==> src/rtl/drive_seq_pkg.sv <==
`default_nettype none
// ============================================================================
// drive_seq_pkg : shared constants, packed-word layout and FSM state type
// Rev 1.0
// ============================================================================
package drive_seq_pkg;

  localparam int DEFAULT_DEPTH  = 249;
  localparam int DEFAULT_WIDTH  = 13;
  localparam int DEFAULT_ADDR_W = 8;
  localparam int DEFAULT_RD_LAT = 2;

  // BRAM word layout: {duty, phase}
  localparam int DUTY_MSB  = 2 * DEFAULT_WIDTH - 1;
  localparam int DUTY_LSB  = DEFAULT_WIDTH;
  localparam int PHASE_MSB = DEFAULT_WIDTH - 1;
  localparam int PHASE_LSB = 0;

  typedef enum logic [1:0] {
    IDLE  = 2'd0,
    FETCH = 2'd1,
    DRAIN = 2'd2
  } state_t;

endpackage
`default_nettype wire

==> src/rtl/drive_seq_rd_pipe.sv <==
`default_nettype none
// ============================================================================
// drive_seq_rd_pipe : RD_LAT-deep valid/index shift register tracking reads
// Rev 1.0
// ============================================================================
module drive_seq_rd_pipe #(
  parameter int RD_LAT = 2,
  parameter int ADDR_W = 8
) (
  input  logic              clk,
  input  logic              rst_n,
  input  logic              i_vld,
  input  logic [ADDR_W-1:0] i_idx,
  output logic              o_vld,
  output logic [ADDR_W-1:0] o_idx,
  output logic              o_busy
);

  logic [RD_LAT-1:0]             vld_q;
  logic [RD_LAT-1:0]             vld_d;
  logic [RD_LAT-1:0][ADDR_W-1:0] idx_q;
  logic [RD_LAT-1:0][ADDR_W-1:0] idx_d;

  always_comb begin
    vld_d    = vld_q;
    idx_d    = idx_q;
    vld_d[0] = i_vld;
    idx_d[0] = i_idx;
    for (int s = 1; s < RD_LAT; s++) begin
      vld_d[s] = vld_q[s-1];
      idx_d[s] = idx_q[s-1];
    end
  end

  always_ff @(posedge clk) begin
    if (!rst_n) begin
      vld_q <= '0;
      idx_q <= '0;
    end else begin
      vld_q <= vld_d;
      idx_q <= idx_d;
    end
  end

  assign o_vld  = vld_q[RD_LAT-1];
  assign o_idx  = idx_q[RD_LAT-1];
  assign o_busy = |vld_q;

endmodule
`default_nettype wire

==> src/rtl/drive_seq_ctrl.sv <==
`default_nettype none
// ============================================================================
// drive_seq_ctrl : per-period duty/phase walk from a two-segment BRAM into
// the transducer register arrays. Optional STOP input: DRIVE_SEQ_FORCE_STOP_EN.
// Rev 1.0
// ============================================================================
module drive_seq_ctrl
  import drive_seq_pkg::*;
#(
  parameter int DEPTH  = DEFAULT_DEPTH,
  parameter int WIDTH  = DEFAULT_WIDTH,
  parameter int ADDR_W = DEFAULT_ADDR_W,
  parameter int RD_LAT = DEFAULT_RD_LAT
) (
  input  logic               CLK,
  input  logic               RESET_N,
  input  logic               START,
  input  logic               ENABLE,
  input  logic               SEG_REQ,
  input  logic               SEG_SEL,
  input  logic [WIDTH-1:0]   MAX_DUTY,
  output logic               BRAM_EN,
  output logic [ADDR_W:0]    BRAM_ADDR,
  input  logic [2*WIDTH-1:0] BRAM_DOUT,
  output logic               WR_EN,
  output logic [ADDR_W-1:0]  WR_IDX,
  output logic [WIDTH-1:0]   DUTY_OUT,
  output logic [WIDTH-1:0]   PHASE_OUT,
  output logic               ACT_SEG,
  output logic               BUSY,
  output logic               DONE,
  output logic               OVERRUN
`ifdef DRIVE_SEQ_FORCE_STOP_EN
  ,
  input  logic               STOP
`endif
);

  localparam logic [ADDR_W-1:0] LAST_IDX = ADDR_W'(DEPTH - 1);

  state_t            state_q, state_d;
  logic [ADDR_W-1:0] idx_q, idx_d;
  logic              busy_q, busy_d;
  logic              act_seg_q, act_seg_d;
  logic              pend_q, pend_d;
  logic              pend_seg_q, pend_seg_d;
  logic              overrun_q, overrun_d;
  logic              wr_en_q, wr_en_d;
  logic [ADDR_W-1:0] wr_idx_q, wr_idx_d;
  logic [WIDTH-1:0]  duty_q, duty_d;
  logic [WIDTH-1:0]  phase_q, phase_d;
  logic              done_q, done_d;

  logic              fetch;
  logic              launch;
  logic              force_stop;
  logic              pipe_vld;
  logic [ADDR_W-1:0] pipe_idx;
  logic              pipe_busy;
  logic [WIDTH-1:0]  duty_raw;
  logic [WIDTH-1:0]  duty_clamped;

`ifdef DRIVE_SEQ_FORCE_STOP_EN
  assign force_stop = STOP;
`else
  assign force_stop = 1'b0;
`endif

  // A forced stop must still sweep every entry so all outputs get silenced
  assign launch = START && (ENABLE || force_stop);

  always_comb begin
    state_d    = state_q;
    idx_d      = idx_q;
    busy_d     = busy_q;
    act_seg_d  = act_seg_q;
    pend_d     = pend_q;
    pend_seg_d = pend_seg_q;
    overrun_d  = 1'b0;
    fetch      = 1'b0;

    case (state_q)
      IDLE: begin
        if (START) begin
          if (pend_q) begin
            act_seg_d = pend_seg_q;
            pend_d    = 1'b0;
          end
          if (launch) begin
            idx_d   = '0;
            busy_d  = 1'b1;
            state_d = FETCH;
          end
        end
      end
      FETCH: begin
        fetch = 1'b1;
        idx_d = idx_q + 1'b1;
        if (idx_q == LAST_IDX) begin
          state_d = DRAIN;
        end
      end
      DRAIN: begin
        if (!pipe_busy) begin
          state_d = IDLE;
          busy_d  = 1'b0;
        end
      end
      default: begin
        state_d = IDLE;
        busy_d  = 1'b0;
      end
    endcase

    if (START && (state_q != IDLE)) begin
      overrun_d = 1'b1;
    end

    // Placed last so a request coincident with START survives for the next period
    if (SEG_REQ) begin
      pend_d     = 1'b1;
      pend_seg_d = SEG_SEL;
    end
  end

  drive_seq_rd_pipe #(
    .RD_LAT (RD_LAT),
    .ADDR_W (ADDR_W)
  ) u_rd_pipe (
    .clk    (CLK),
    .rst_n  (RESET_N),
    .i_vld  (fetch),
    .i_idx  (idx_q),
    .o_vld  (pipe_vld),
    .o_idx  (pipe_idx),
    .o_busy (pipe_busy)
  );

  assign duty_raw     = BRAM_DOUT[DUTY_MSB:DUTY_LSB];
  assign duty_clamped = (duty_raw > MAX_DUTY) ? MAX_DUTY : duty_raw;

  always_comb begin
    wr_en_d  = pipe_vld;
    wr_idx_d = wr_idx_q;
    duty_d   = duty_q;
    phase_d  = phase_q;
    done_d   = 1'b0;
    if (pipe_vld) begin
      wr_idx_d = pipe_idx;
      duty_d   = force_stop ? '0 : duty_clamped;
      phase_d  = BRAM_DOUT[PHASE_MSB:PHASE_LSB];
      done_d   = (pipe_idx == LAST_IDX);
    end
  end

  always_ff @(posedge CLK) begin
    if (!RESET_N) begin
      state_q    <= IDLE;
      idx_q      <= '0;
      busy_q     <= 1'b0;
      act_seg_q  <= 1'b0;
      pend_q     <= 1'b0;
      pend_seg_q <= 1'b0;
      overrun_q  <= 1'b0;
      wr_en_q    <= 1'b0;
      wr_idx_q   <= '0;
      duty_q     <= '0;
      phase_q    <= '0;
      done_q     <= 1'b0;
    end else begin
      state_q    <= state_d;
      idx_q      <= idx_d;
      busy_q     <= busy_d;
      act_seg_q  <= act_seg_d;
      pend_q     <= pend_d;
      pend_seg_q <= pend_seg_d;
      overrun_q  <= overrun_d;
      wr_en_q    <= wr_en_d;
      wr_idx_q   <= wr_idx_d;
      duty_q     <= duty_d;
      phase_q    <= phase_d;
      done_q     <= done_d;
    end
  end

  assign BRAM_EN   = fetch;
  assign BRAM_ADDR = fetch ? {act_seg_q, idx_q} : '0;
  assign WR_EN     = wr_en_q;
  assign WR_IDX    = wr_idx_q;
  assign DUTY_OUT  = duty_q;
  assign PHASE_OUT = phase_q;
  assign ACT_SEG   = act_seg_q;
  assign BUSY      = busy_q;
  assign DONE      = done_q;
  assign OVERRUN   = overrun_q;

endmodule
`default_nettype wire
==> config.mk <==
export PLATFORM = sky130hd
export DESIGN_NAME = drive_seq_ctrl
export DESIGN_NICKNAME = d
export VERILOG_FILES = /design/src/rtl/drive_seq_pkg.sv /design/src/rtl/drive_seq_rd_pipe.sv /design/src/rtl/drive_seq_ctrl.sv
export SDC_FILE = /design/constraint.sdc
export NUM_CORES = 1
export LEC_CHECK = 0
export BUFFER_PORTS_ARGS = -buffer_cell sky130_fd_sc_hd__buf_2
export CAP_MARGIN = 0
export CORE_UTILIZATION = 51
export CTS_CLUSTER_DIAMETER = 30
export DETAILED_ROUTE_END_ITERATION = 6
export PLACE_DENSITY = 0.85
export SETUP_SLACK_MARGIN = 0.4
export SLEW_MARGIN = 5
export SYNTH_ARGS = -nofsm -noshare
export SYNTH_HDL_FRONTEND = slang
export SYNTH_SLANG_ARGS = --single-unit
==> constraint.sdc <==
create_clock -name CLK -period 2.3 [get_ports CLK]
set_input_delay 0.115 -clock CLK [delete_from_list [all_inputs] [get_ports CLK]]
set_output_delay 0.115 -clock CLK [all_outputs]
set_load 0.01 [all_outputs]
==> results_dict.tcl, run 1 <==
set metrics [dict create \
    drt_first_pass_iters 5 \
    ant_nets 0 \
    report.final.hold_viol_count 0 \
    drc 0 \
    syn_area_per_cell_um2 9.16 \
    critical_path_required_ns 2.55 \
    antenna_found_initial 0 \
    globalplace.congestion 0.787 \
    fin_util_pct 64.9 \
    ys_seq_area_share_pct 44.6 \
    grt_pass1_vias 2492 \
    seqPwrFrac_pct 51.7 \
    grt_util_all_layers_pct 22.6 \
    synth_ff_type "dfxtp_1" \
    core_um2 5890 \
    vias_per_cell 5.23 \
    comb_power_share_pct 10.5 \
    finalClockSkew_ns 0.00757 \
    overflow 0 \
    start_util_pct 52.6 \
    ys_types 43 \
    start_kind "input pin" \
    worstPathMaxFanout 12 \
    report.final.slew_viol_count 0 \
    timing.final.crit_period_ns 1.70 \
    cts.clk_slew.worst_paths_ns 0.07 \
    cts_root_buf "clkbuf_8" \
    power_leakage_nw 1.77 \
    powerDensity_nw_per_um2 626 \
    antennaDiodeCount 0 \
    crit_arrival_ns 1.95 \
    hpwl_um 4730 \
    cts_setup_buffers 0 \
    clock-sinks 69 \
    p_sw_w 0.000619 \
    crit_type "in2reg" \
    die_x_um 79.9 \
    row_count 28 \
    fin_tns_setup_ns 0 \
    clkPwrFrac_pct 37.8 \
    syn-num-nets 398 \
    insertion_delay_ns 0.33 \
    drt_wl_total_um 6590 \
    ys_seq_elements 69 \
    num_vias 2668 \
    grt_max_degree 33 \
    syn-cell-area_um2 3100 \
    setup_violations 0 \
    nets 490 \
    synth_warnings 0 \
    synthTopCellsByArea "dfxtp_1, mux2i_1, ha_1" \
    drive_above_1_share_pct 30.6 \
    synth_commonest_cells "dfxtp_1, nor2_1, inv_1" \
    synth_edf_count 0 \
    fmax_mhz 587 \
    slew_headroom_pct 61.6 \
    netlist.area_leader.share_pct 44.6 \
    clockBufferDepth 2 \
    swShare_pct 25.9 \
    synthToLayoutAreaGrowth_pct 23.3 \
    numCtsBuffers 9 \
    worstSetupEndpointType "register" \
    dr.first_iter.drc_count 159 \
    portBuffers 93 \
    rsz0062_at_grt "no" \
    post_drt_wl_per_cell_um 12.9 \
    internal_power_w 0.00177 \
    fin_crit_sh_pct 74.1 \
    grt_first_pass_wirelength_um 11100 \
    synth_most_common_cell "dfxtp_1" \
    die_area_um2 6390 \
    num_io_pins 94 \
    syn_inst 338 \
    outcome "complete, no violations" \
    die_h_um 79.9 \
    hold_class "in2reg" \
    postSynth.asyncResetShare_pct 0 \
    tightest_slew_ns 0.572 \
    synth_largest_area_cell "dfxtp_1" \
    cap_violations 0 \
    cts_tree "built" \
    ir_drop_mv 0.412 \
    htreeDepth 3 \
]
==> worst max-delay path: stages <==
cell,delay [ns]
buf_2,0.07
inv_1,0.05
ha_1,0.31
nand3_1,0.10
o21bai_1,0.19
a311oi_1,0.54
o21ai_4,0.26
a311oi_2,0.32
==> flip-flops by register name, summed over array words and instances (netlist names) <==
name             cells
pend_seg_q           1
DUTY_OUT            13
WR_IDX               8
ACT_SEG              1
idx_q                8
BUSY                 1
u_rd_pipe.idx_d      8
pend_q               1
OVERRUN              1
u_rd_pipe.vld_q      2
PHASE_OUT           13
state_q              2
DONE                 1
WR_EN                1
u_rd_pipe.o_idx      8
==> area by class of cell <==
cell class,instances,area (µm²)
multi-input cells,221,1510
fillers,506,2070
inverters,29,109
well taps,75,93.8
clock inverters,5,33.8
repair buffers,100,533
flip-flops and latches,69,1380
clock buffers,11,151
==> cells by family after synthesis <==
| logic type | after synthesis | synth area share [%] |
|---|---|---|
| compound gates | 69 | 16.5 |
| xor+xnor | 1 | 0.283 |
| fa+ha+maj | 15 | 6.06 |
| buf+inv | 48 | 6.75 |
| flops | 69 | 44.6 |
| mux | 23 | 7.47 |
| simple gates | 113 | 18.3 |
==> routing by layer <==
layer	up-vias	share of wire, %	global-route usage, %
met4	0	1.5	9.46
met1	1214	46	27.6
met3	9	6.6	5.83
li1	1347	-	-
met2	98	46	37.5
met5	-	0	0
==> worst paths after layout <==
path                             startpoint                             to  slack [ns]  depth (start not counted)
max                             MAX_DUTY[4]       DUTY_OUT[8]$_SDFFE_PN0P_        0.60                          8
min                            BRAM_DOUT[1]      PHASE_OUT[1]$_SDFFE_PN0P_        0.03                          3
max reg2reg         state_q[0]$_SDFFE_PN0P_          idx_q[6]$_SDFFE_PN0P_        0.86                          6
min reg2reg  u_rd_pipe.idx_d[13]$_SDFF_PN0_  u_rd_pipe.o_idx[5]$_SDFF_PN0_        0.43                          1
==> placed cells by master (no fill, tap or decap), types with 2 or more instances in the layout <==
cell type / Yosys / final
nor2_1: 38 / 38
a21oi_1: 23 / 23
and2_1: 25 / 25
clkinvlp_4: 0 / 2
nand3_1: 19 / 19
a311oi_2: 10 / 10
clkbuf_8: 0 / 11
ha_1: 15 / 15
buf_2: 2 / 93
clkinv_2: 0 / 2
o21ai_0: 18 / 18
dfxtp_1: 69 / 68
a311oi_1: 4 / 4
nor3_1: 2 / 2
nand2_1: 15 / 15
nand4_1: 2 / 2
mux2i_1: 22 / 22
inv_1: 28 / 28
nand3b_1: 2 / 2
nand2b_1: 3 / 3
buf_4: 0 / 5
o21a_1: 2 / 2
nor2b_1: 2 / 2
==> power by group through the flow <==
stage,Sequential [W],Clock (W),Combinational [W]
CTS,0.00123,0.000934,0.000248
detailed placement,0.00126,0,0.000247
global placement,0.00126,0,0.000238
finish,0.00123,0.000904,0.000251
global route,0.00124,0.000993,0.000280
floorplan,0.00126,0,0.000153
==> timing repair <==
item / 4_1_cts / 5_1_grt
hold buffers: 0 / 1
endpoints found under the setup margin: 0 / 4
resized for setup: 0 / 1
endpoints found under the hold margin: 0 / 1
==> through the flow <==
stage	instances	cell area [µm²]	hold WS [ns]	setup slack [ns]	total power, W
4_1_cts	509	3800	0.00428	0.534	0.00242
5_1_grt	510	3820	0.0181	0.436	0.00251
2_1_floorplan	338	3100	0.229	0.586	0.00141
3_3_place_gp	493	3610	0.346	0.248	0.00150
3_5_place_dp	493	3610	0.362	0.189	0.00151
6_report	510	3820	0.0254	0.596	0.00239
No activity file was read; power rests on OpenSTA's default activity.
==> run 2, diff against run 1 <==
--- a/config.mk
+++ b/config.mk
@@ -7,10 +7,10 @@
 export LEC_CHECK = 0
 export BUFFER_PORTS_ARGS = -buffer_cell sky130_fd_sc_hd__buf_2
 export CAP_MARGIN = 0
-export CORE_UTILIZATION = 51
+export CORE_UTILIZATION = 46
 export CTS_CLUSTER_DIAMETER = 30
 export DETAILED_ROUTE_END_ITERATION = 6
-export PLACE_DENSITY = 0.85
+export PLACE_DENSITY = 0.82
 export SETUP_SLACK_MARGIN = 0.4
 export SLEW_MARGIN = 5
 export SYNTH_ARGS = -nofsm -noshare
==> constraint.sdc (replaced) <==
create_clock -name CLK -period 1.4 [get_ports CLK]
set_input_delay 0.07 -clock CLK [delete_from_list [all_inputs] [get_ports CLK]]
set_output_delay 0.07 -clock CLK [all_outputs]
set_load 0.01 [all_outputs]
==> run 2 against run 1 <==
Die area is 11% higher. Clock-buffer cell count stayed put. Combinational power grew to 3.9 times the previous value. The flow now finishes with violations (DRC, setup timing).
==> results_dict.tcl, run 2 (synthesis gave the netlist of run 1 again) <==
set metrics [dict create \
    failed_checks "DRC, setup timing" \
    worstPathMaxFanout 8 \
    overflow 0 \
    hold_class "in2reg" \
    fin_util_pct 86.9 \
    hpwl_um 5430 \
    crit_arrival_ns 1.70 \
    grt_pass1_vias 3166 \
    htreeDepth 3 \
    cts.clk_slew.worst_paths_ns 0.09 \
    antenna_found_initial 0 \
    report.final.hold_viol_count 0 \
    drt_first_pass_iters 7 \
    drive_above_1_share_pct 60.5 \
    grt_max_degree 26 \
    rsz0062_at_grt "yes" \
    dr.first_iter.drc_count 148 \
    die_x_um 84.1 \
    dp_cells 518 \
    slew_headroom_pct 73.0 \
    r2r-end "idx_q[7]$_SDFFE_PN0P_" \
    power_leakage_nw 2.35 \
    tightest_slew_ns 0.403 \
    grt_util_all_layers_pct 26.6 \
    num_vias 3384 \
    start_kind "input pin" \
    start_util_pct 48.2 \
    timing.final.crit_period_ns 1.45 \
    ff2ff_setup_slack_ns 0.01 \
    die_area_um2 7060 \
    setup_violations 11 \
    globalRouteMet1Util_pct 30.7 \
    use_met3_pct 6.53 \
    cap_violations 0 \
    vias_per_cell 5.65 \
    grt_use_met2_pct 45.8 \
    clockBufferDepth 2 \
    cts_tree "built" \
    critical_path_required_ns 1.65 \
    antennaDiodeCount 0 \
    portBuffers 93 \
    placed_area_um2 4150 \
    nets 577 \
    fmax_mhz 688 \
    clock-sinks 69 \
    fin_crit_sh_pct 104 \
    drc 9 \
    ir_drop_mv 1.12 \
    drt_wl_total_um 12200 \
    row_count 29 \
    die_h_um 84.1 \
    outcome "finished, violations left" \
    finalInstanceArea_um2 5580 \
    grt_first_pass_wirelength_um 14700 \
    powerDensity_nw_per_um2 823 \
    finalPower_w 0.00459 \
    grt_busiest_layer "met2" \
    report.final.slew_viol_count 0 \
    finalClockSkew_ns 0.0122 \
    post_drt_wl_per_cell_um 20.3 \
    cts_root_buf "clkbuf_8" \
    mostFrequentLayoutCells "buf_2, dfxtp_1, buf_6, buf_4, nor2_1" \
    ant_nets 0 \
    worstRegToRegCells 6 \
    r2r-start "state_q[1]$_SDFFE_PN0P_" \
    globalplace.congestion 0.832 \
    insertion_delay_ns 0.36 \
    worstSetupEndpointType "register" \
    synthToLayoutAreaGrowth_pct 80.2 \
    core_um2 6420 \
    instances_no_fill 599 \
    startpoint "MAX_DUTY[12]" \
    final_common_cell "buf_2" \
    crit_type "in2reg" \
    numCtsBuffers 9 \
    final.fill_count 295 \
    num_io_pins 94 \
    setup_slack_ns -0.0537 \
    critPathCapture "DUTY_OUT[10]$_SDFFE_PN0P_" \
]
run 2: worst min-delay path by stage:
stage,slack [ns],to,depth (start not counted),from
after floorplan,0.18,OVERRUN$_SDFF_PN0_,2,START
after global placement,0.30,PHASE_OUT[11]$_SDFFE_PN0P_,3,BRAM_DOUT[11]
after detailed placement,0.32,PHASE_OUT[4]$_SDFFE_PN0P_,3,BRAM_DOUT[4]
after CTS,0.002,DUTY_OUT[11]$_SDFFE_PN0P_,3,BRAM_DOUT[24]
after global routing,0.009,DUTY_OUT[4]$_SDFFE_PN0P_,3,BRAM_DOUT[17]
final,0.0003,DUTY_OUT[4]$_SDFFE_PN0P_,3,BRAM_DOUT[17]
run 2: report_power, final:
group	total [W]	switching (W)	leakage, nW	internal [W]
combinational	0.000977	0.000472	1.69	0.000505
sequential	0.00202	0.0000294	0.563	0.00199
clock	0.00159	0.000875	0.0962	0.000718
run 2: routing by layer:
metal | part of all wire [%] | vias up | wire length (µm)
li1 | - | 1530 | -
met2 | 54 | 173 | 6560
met1 | 36 | 1637 | 4400
met5 | 0 | - | 0
met3 | 5.8 | 44 | 701
met4 | 4.0 | 0 | 492
run 2: metrics by stage:
step           TNS, ns  hold slack [ns]  setup WS [ns]
6_report        -0.300         0.000274        -0.0537
5_1_grt         -0.441          0.00858        -0.0720
2_1_floorplan    -1.31            0.184         -0.136
3_5_place_dp     -4.99            0.316         -0.450
4_1_cts              0          0.00212         0.0483
3_3_place_gp     -4.32            0.300         -0.346
run 2: layout make-up:
cell class / instances / area [µm²] / area share, %
repair buffers: 187 / 1630 / 29.2
multi-input cells: 221 / 2110 / 37.8
flip-flops and latches: 69 / 1400 / 25.1
clock buffers: 11 / 141 / 2.53
clock inverters: 5 / 42.5 / 0.762
inverters: 29 / 156 / 2.80
well taps: 77 / 96.3 / 1.73
run 2: timing repair:
| action | 4_1_cts | 5_1_grt |
|---|---|---|
| hold buffers | 17 | 1 |
| gates cloned | 1 | 6 |
| gates resized for setup | 64 | 85 |
| pin swaps | 23 | 36 |
| endpoints found under the hold margin | 17 | 1 |
| setup endpoints to repair | 46 | 57 |
| setup buffers | 20 | 20 |
run 2: worst max-delay path, cell delays in order:
cell	delay, ns
buf_6	0.07
inv_2	0.05
ha_4	0.31
nand4_4	0.10
or4_4	0.60
buf_12	0.18
nand3_4	0.07
a21oi_2	0.04
a311oi_2	0.21
==> run 3, diff against run 2 <==
--- a/config.mk
+++ b/config.mk
@@ -10,6 +10,7 @@
 export CORE_UTILIZATION = 46
 export CTS_CLUSTER_DIAMETER = 30
 export DETAILED_ROUTE_END_ITERATION = 6
+export MAX_ROUTING_LAYER = met4
 export PLACE_DENSITY = 0.82
 export SETUP_SLACK_MARGIN = 0.4
 export SLEW_MARGIN = 5
==> run 3 against run 2 <==
The run still ends with DRC, setup timing left. Clock-buffer cell count did not move. Cell area fell by 0.25%. Wire length rose by 0.72%. Power rose by 0.72%. Hold slack improved by 0.0037 ns. Utilization fell by 0.21 points. First-iteration DRC count rose by 30%. Setup slack improved by 0.0032 ns. Largest cell class unchanged. Highest routed layer unchanged.
==> results_dict.tcl, run 3 (synthesis gave the netlist of run 1 again) <==
set metrics [dict create \
    holdPathStages 3 \
    grt_util_all_layers_pct 27.3 \
    setup_slack_ns -0.0504 \
    drt_wl_total_um 12200 \
    grt_first_pass_wirelength_um 14700 \
    tightest_slew_ns 0.350 \
    die_area_um2 7060 \
    finalClockSkew_ns 0.0156 \
    max_stage_delay_ns 0.30 \
    ant_nets 0 \
    timing.final.crit_period_ns 1.45 \
    wl_met3_um 598 \
    antennaDiodeCount 0 \
    wl_met1_um 4530 \
    grt_max_degree 26 \
    multi_input_area_um2 2130 \
    dr.first_iter.drc_count 193 \
    synthToLayoutAreaGrowth_pct 79.8 \
    report.final.slew_viol_count 0 \
    crit_family "compound AO/OA/AOI/OAI gates" \
    clock-sinks 69 \
    report.final.hold_viol_count 0 \
    cts_tree "built" \
    num_io_pins 94 \
    hpwl_um 5430 \
    drt_first_pass_iters 6 \
    vias_per_cell 5.61 \
    crit_top_cell "o21ai_2" \
    antenna_found_initial 0 \
    hold_class "in2reg" \
    fin_util_pct 86.7 \
    critical_path_required_ns 1.64 \
    finalInstanceArea_um2 5570 \
    critPathSlowestCell "a21oi_1" \
    failed_checks "DRC, setup timing" \
    htreeDepth 3 \
    slew_headroom_pct 76.5 \
    critical_path_cell_count 9 \
    power_leakage_nw 2.33 \
    die_x_um 84.1 \
    portBuffers 93 \
    num_vias 3340 \
    post_drt_wl_per_cell_um 20.6 \
    die_h_um 84.1 \
    crit_type "in2reg" \
    clockBufferDepth 2 \
    drive_above_1_share_pct 60.6 \
    cts_root_buf "clkbuf_8" \
    ir_drop_mv 0.801 \
    cap_violations 0 \
    fmax_mhz 689 \
    overflow 0 \
    cp_num_buf_inv 3 \
    placed_area_um2 4150 \
    ff2ff_setup_slack_ns 0.03 \
    worstSetupEndpointType "register" \
    nets 573 \
    start_kind "input pin" \
    final_common_cell "buf_2" \
    core_um2 6420 \
    worstRegToRegCells 6 \
    mostFrequentLayoutCells "buf_2, dfxtp_1, buf_6, buf_4, nor2_1" \
    worstPathMaxFanout 6 \
    grt_pass1_vias 3170 \
    regArea_um2 1400 \
    final.fill_count 299 \
    crit_arrival_ns 1.69 \
    route.met2.wl_um 6580 \
    insertion_delay_ns 0.37 \
    row_count 29 \
    setup_violations 8 \
    path_cells "buf_6 > inv_4 > ha_4 > a21oi_1 > o21a_1 > o21ai_2 > o21ai_2 > clkbuf_16 > a311oi_2" \
    cts.clk_slew.worst_paths_ns 0.08 \
    top_layer "met4" \
    outcome "finished, violations left" \
    numCtsBuffers 9 \
    rsz0062_at_grt "yes" \
    start_util_pct 48.2 \
    drc 10 \
    powerDensity_nw_per_um2 831 \
    globalplace.congestion 0.844 \
    fin_crit_sh_pct 104 \
]
## run 3: layout make-up
type                            count  area share, %
Clock inverter                      5          0.764
Sequential cell                    69           25.2
Timing Repair Buffer              182           28.7
Clock buffer                       11           2.54
Tap cell                           77           1.73
Inverter                           29           2.81
Multi-Input combinational cell    222           38.3
## run 3: per-layer routing
layer	track usage, %	vias to the layer above
met5	-	-
met4	13.2	0
met3	6.03	50
met2	45.9	149
met1	30.8	1614
li1	-	1527
## run 3: per-stage QoR
step	TNS [ns]	power, W	hold WS, ns	setup WS [ns]	std cells
2_1_floorplan	-1.31	0.00239	0.184	-0.136	338
3_3_place_gp	-4.32	0.00263	0.300	-0.346	518
3_5_place_dp	-4.99	0.00265	0.316	-0.450	518
4_1_cts	0	0.00432	0.00212	0.0483	572
5_1_grt	-0.288	0.00476	0.0154	-0.0645	595
6_report	-0.287	0.00463	0.00394	-0.0504	595
## run 3: worst paths after layout
| path | from | end |
|---|---|---|
| setup / recovery | MAX_DUTY[8] | DUTY_OUT[3]$_SDFFE_PN0P_ |
| hold / removal | BRAM_DOUT[17] | DUTY_OUT[4]$_SDFFE_PN0P_ |
| setup reg to reg | state_q[1]$_SDFFE_PN0P_ | idx_q[6]$_SDFFE_PN0P_ |
| hold reg to reg | u_rd_pipe.idx_d[13]$_SDFF_PN0_ | u_rd_pipe.o_idx[5]$_SDFF_PN0_ |
## run 3: power breakdown
group	leakage (nW)	internal (W)	switching, W
combinational	1.67	0.000512	0.000480
sequential	0.563	0.00199	0.0000294
clock	0.0962	0.000719	0.000894
## run 3: timing repair
item | CTS | global route
setup endpoints to repair | 46 | 57
hold buffers | 17 | 1
pin swaps | 23 | 34
setup buffers | 20 | 15
cloned | 1 | 7
resized for setup | 64 | 91
endpoints found under the hold margin | 17 | 1
## run 3: tightest hold or removal path: stages
cell and delay (ns):
buf_6 0.10, inv_1 0.06, a311oi_2 0.09
